===== src/rtl/pmem_arbiter.sv =====
// Round-robin arbiter sharing one line-wide memory port between I-cache and D-cache.
// One line transaction at a time; the memory response is routed only to the granted cache.
module pmem_arbiter #(
  parameter int ADDR_WIDTH = 32,
  parameter int LINE_WIDTH = 256
) (
  input  logic                  clk,
  input  logic                  rst,
  input  logic [ADDR_WIDTH-1:0] icache_addr,
  input  logic                  icache_read,
  output logic [LINE_WIDTH-1:0] icache_rdata,
  output logic                  icache_resp,
  input  logic [ADDR_WIDTH-1:0] dcache_addr,
  input  logic                  dcache_read,
  input  logic                  dcache_write,
  input  logic [LINE_WIDTH-1:0] dcache_wdata,
  output logic [LINE_WIDTH-1:0] dcache_rdata,
  output logic                  dcache_resp,
  output logic [ADDR_WIDTH-1:0] pmem_addr,
  output logic                  pmem_read,
  output logic                  pmem_write,
  output logic [LINE_WIDTH-1:0] pmem_wdata,
  input  logic [LINE_WIDTH-1:0] pmem_rdata,
  input  logic                  pmem_resp
);

  typedef enum logic [1:0] {
    IDLE    = 2'd0,
    SERVE_I = 2'd1,
    SERVE_D = 2'd2
  } state_e;

  localparam logic LAST_I = 1'b0;
  localparam logic LAST_D = 1'b1;

  state_e state_q, state_d;
  logic   last_q, last_d;
  logic   i_req, d_req;

  assign i_req = icache_read;
  assign d_req = dcache_read | dcache_write;

  // Read data is broadcast; each cache only samples it on its own resp.
  assign icache_rdata = pmem_rdata;
  assign dcache_rdata = pmem_rdata;

  always_comb begin
    state_d     = state_q;
    last_d      = last_q;
    pmem_addr   = '0;
    pmem_read   = 1'b0;
    pmem_write  = 1'b0;
    pmem_wdata  = '0;
    icache_resp = 1'b0;
    dcache_resp = 1'b0;
    case (state_q)
      IDLE: begin
        // On a tie the requester not granted last time wins.
        if (i_req && d_req) begin
          if (last_q == LAST_I) begin
            state_d = SERVE_D;
            last_d  = LAST_D;
          end else begin
            state_d = SERVE_I;
            last_d  = LAST_I;
          end
        end else if (d_req) begin
          state_d = SERVE_D;
          last_d  = LAST_D;
        end else if (i_req) begin
          state_d = SERVE_I;
          last_d  = LAST_I;
        end
      end
      SERVE_I: begin
        pmem_addr   = icache_addr;
        pmem_read   = icache_read;
        icache_resp = pmem_resp;
        if (pmem_resp) state_d = IDLE;
      end
      SERVE_D: begin
        pmem_addr   = dcache_addr;
        pmem_read   = dcache_read;
        pmem_write  = dcache_write;
        pmem_wdata  = dcache_wdata;
        dcache_resp = pmem_resp;
        if (pmem_resp) state_d = IDLE;
      end
      default: state_d = IDLE;
    endcase
  end

  always_ff @(posedge clk) begin
    if (rst) begin
      state_q <= IDLE;
      last_q  <= LAST_I;
    end else begin
      state_q <= state_d;
      last_q  <= last_d;
    end
  end

endmodule


===== config.mk =====
export PLATFORM = sky130hd
export DESIGN_NAME = pmem_arbiter
export DESIGN_NICKNAME = d
export VERILOG_FILES = /design/src/rtl/pmem_arbiter.sv
export SDC_FILE = /design/constraint.sdc
export NUM_CORES = 1
export LEC_CHECK = 0
export BUFFER_PORTS_ARGS = -buffer_cell sky130_fd_sc_hd__buf_2
export CORE_AREA = 2 2 538 540
export DETAILED_ROUTE_END_ITERATION = 6
export DIE_AREA = 0 0 540 542
export PLACE_DENSITY = 0.3
export SKIP_CTS_REPAIR_TIMING = 1
export SYNTH_ARGS = -nofsm -noshare
export SYNTH_HDL_FRONTEND = slang
export SYNTH_SLANG_ARGS = --single-unit
export TNS_END_PERCENT = 100

===== constraint.sdc =====
create_clock -name clk -period 1.5 [get_ports clk]
set_input_delay 0.075 -clock clk [delete_from_list [all_inputs] [get_ports clk]]
set_output_delay 0.075 -clock clk [all_outputs]
set_load 0.02 [all_outputs]

Yosys cells after proc, flatten, opt, wreduce, memory -nomap -nowiden
Index checks and enable logic that the tools add are counted.
{"block": "classes", "n_reduce_logical": 6, "n_eq_ne": 4, "n_mux": 16, "bitwise_logic": 1}
{"op": "2-to-1 mux 256 bit", "n": 1}
{"op": "one-hot mux 32 bit (2 select lines)", "n": 1}
{"op": "2-to-1 mux 2 bit", "n": 5}
{"op": "2-to-1 mux 1 bit", "n": 7}
{"op": "inequality test 4 bit, second input constant", "n": 1}
{"op": "one-hot mux 2 bit (2 select lines)", "n": 1}
{"op": "AND reduction 2 bit", "n": 2}
{"op": "nonzero test 3 bit", "n": 1}
{"op": "equality test 2 x 1 -> 1 bit, second input constant", "n": 1}
{"op": "equality test 2 bit, second input constant", "n": 1}
{"op": "logical NOT 2 bit", "n": 1}
{"op": "inequality test 2 x 1 -> 1 bit, second input constant", "n": 1}
{"op": "one-hot mux 1 bit (2 select lines)", "n": 1}
{"op": "OR reduction 2 bit", "n": 1}
{"op": "logical AND 1 bit", "n": 1}
{"op": "OR 1 bit", "n": 1}
{"block": "totals", "wordCells": 29, "regBits": 3}

Depth between registers and ports, before layout
{"block": "logic_depth", "depth_word": 4, "mapped_depth": 6}

Worst setup path before layout
No wires, ideal clock.
{"block": "synth_path", "path_kind": "reg2out", "from": "register state_q[0]", "to": "output port pmem_addr[0]", "required_ns": 1.425, "path_stages_with_launch": 5, "n_path_buf": 1, "t_arrival_ns": 1.299, "setup_slack_ns": 0.126, "path_cell_list": "dfxtp_1 > inv_1 > ha_1 > clkbuf_1 > nor2b_1"}
{"block": "synth_via", "elab_chain_cells": 2, "word_cells_on_any_way": 3, "classes_between": "eq/ne: 2; mux: 1"}
{"item": "from (decl)", "line": "36", "source": "state_e state_q, state_d;"}
{"item": "from (signal assigned)", "line": "98", "source": "state_q <= state_d;"}
{"item": "equality test 2 bit / equality test 2 x 1 -> 1 bit (equally long branches)", "line": "56", "source": "case (state_q)"}
{"item": "one-hot mux 32 bit (2 select lines) (*)", "line": "56"}
{"item": "to (decl)", "line": "19", "source": "output logic [ADDR_WIDTH-1:0] pmem_addr,"}
Mark *: on every way between the ends. The rest lies on a longest branch, timed or not.

Worst setup path in the final report
{"block": "layout_path", "from": "register state_q[0]", "to": "output port pmem_addr[22]"}
The elaborated chain is that of the path after synthesis.

==> metrics.txt <==
DRT Pass-1 Iters=5; largest net degree at the start of global routing=just over 80; startpoint types=flop; Die ar.=0.293 sq mm; layout cells sized above 1=0.782; most common cell in the netlist=buf_4; Worst Skew=between 0.001 and 0.0015 ns; Core Region=around 0.29 sq mm; remaining routing DRC violations=0; Hold WS=roughly 0.12 ns; total track usage=0.103; pins over their slew limit=0; Hold Path Class=in2reg; cell area after layout=0.0133 sq mm; vias in the first global route=6353; status=complete, but fails checks; Core Util, Final=0.0463; Async SR Flop Fraction=0; Final Hold Viols=0; # H-tree levels=1; Post-Route WL=between 150000 and 200000 um; TritonCTS Buffers=3; clk slew on worst S/H paths=~0.03 ns; routed len/inst=34.2 um; Leak=4.67 nW; fmax=roughly 560 MHz; placed cells=4764; worst path arrival time=roughly 1.7 ns; ANT nets after route=0; Total Power=7.65 mW; post-synthesis cell area=0.00632 sq mm; EDFF count, synth=0; final non-filler cell total=4812; Cell Pwr Density=576 mW/mm^2; Nets=between 1500 and 2000; dpl ws=-0.409 ns; Root Driver=clkbuf_16; Rows=197; Worst slew margin=0.717; Least-Margin Pin Slew=0.425 ns; Seq/Total Area, Yosys=0.00950; Vias=roughly 7300; Initial Util=0.0220; Buffers on Ports=617; drt initial violations=501; Yosys reg bits=3; Synth cell types=21; unrepaired setup endpoints after global routing=true; CP required=1.42 ns; Clock Latency Late Sink=0.22 ns; post-synth top area cell=buf_4; multi-input logic area=0.00255 sq mm; Syn Inst Count=898; fin crit share=1.19; die width=between 500 and 600 um; Max VDD drop=~460 uV; setup TNS=-51.60 ns; Final min period=1.79 ns; routability cong.=0.901; Vias/cell=1.51; die height=542 um; critical path class=reg2out; initial antenna violation count=146; grt total ovfl=0; fin worst setup slack=-0.288 ns; Post-synth top cells=516 x buf_4, 259 x and2_1, 34 x nor2b_1, 33 x a22oi_1, 25 x clkbuf_2; top cell type's share of synthesized area=0.613; Critical Path Fanout Max=28; DP HPWL=152000 um; Crit. End Element=output pin; DP Area=0.0116 sq mm; filler cell count=34252; IO Pins=1386; failing checks=setup timing; clock sinks=3; TritonCTS clock tree=yes; CTS max path bufs=2; # Max-Cap Violations=0; register area=between 60 and 70 sq um; syn_nets=1483; synth warn=0; final setup vio count=284; Syn Area/Cell=7.04 sq um; first-pass GRT wire length=173000 um; Layout Area Growth over Synthesis=110%; Synth Flop Type=dfxtp_1; synth top area cells=buf_4 61%, and2_1 26%, a22oi_1 3.9%
[sequential cells by signal, summed over array words and instances, names as in the netlist]
name     cells
state_q      2
last_q       1
[final timing paths]
| path | startpoint | endpoint | slack (ns) | cells after the start |
|---|---|---|---|---|
| worst max register to register | state_q[1]$_SDFFE_PP0P_ | state_q[1]$_SDFFE_PP0P_ | -0.06 | 6 |
| worst max-delay path | state_q[0]$_SDFFE_PP0P_ | pmem_addr[22] | -0.29 | 6 |
| worst min-delay path | rst | state_q[0]$_SDFFE_PP0P_ | 0.12 | 2 |
| worst min register to register | last_q$_SDFFE_PP0P_ | last_q$_SDFFE_PP0P_ | 0.51 | 1 |
[cells in the final DEF (no fill, tap or decap), drive strengths merged, types with 2 or more instances in the layout]
master	instances
and2	259
a22oi	33
buf	650
inv	2
ha	3
dfxtp	3
o21ai	2
nor2b	34
clkbuf	20
a21oi	3
diode	14
[area by class of cell]
cell class	count	area share
timing repair buffer	666	0.438
tap	3781	0.356
multi-input combinational	342	0.192
clock buffer	4	0.00594
sequential	3	0.00471
antenna	14	0.00264
inverter	2	0.000565
[routing by layer]
| metal | global-route usage | up-vias | wire length [um] | part of all wire |
|---|---|---|---|---|
| met4 | 0.0377 | 12 | 8020 | 0.049 |
| met1 | 0.0694 | 2932 | 38600 | 0.23 |
| met3 | 0.151 | 505 | 51600 | 0.31 |
| met2 | 0.148 | 1344 | 66100 | 0.40 |
| li1 | - | 2487 | - | - |
| met5 | 0.00230 | - | 164 | 0.0010 |
[report_power, final]
| group | total (mW) | switching [mW] | internal (mW) |
|---|---|---|---|
| logic | 7.12 | 3.95 | 3.17 |
| clock network | 0.421 | 0.0709 | 0.350 |
| registers | 0.106 | 0.0122 | 0.0938 |
[worst max-delay path, cell delays in order (launching register included)]
cell and delay [ns]:
dfxtp_2 0.32, inv_2 0.05, ha_4 0.19, buf_8 0.18
a22oi_2 0.43, nor2b_1 0.10, buf_4 0.17
[kinds of logic after synthesis]
group / after synthesis / share of synthesized area
buffers and inverters: 553 / 0.642
AND/OR/NAND/NOR: 299 / 0.297
AO/OA/AOI/OAI: 40 / 0.0459
adder cells (fa/ha/maj): 3 / 0.00594
flip-flops: 3 / 0.00950
(Power assumes the default switching activity.)
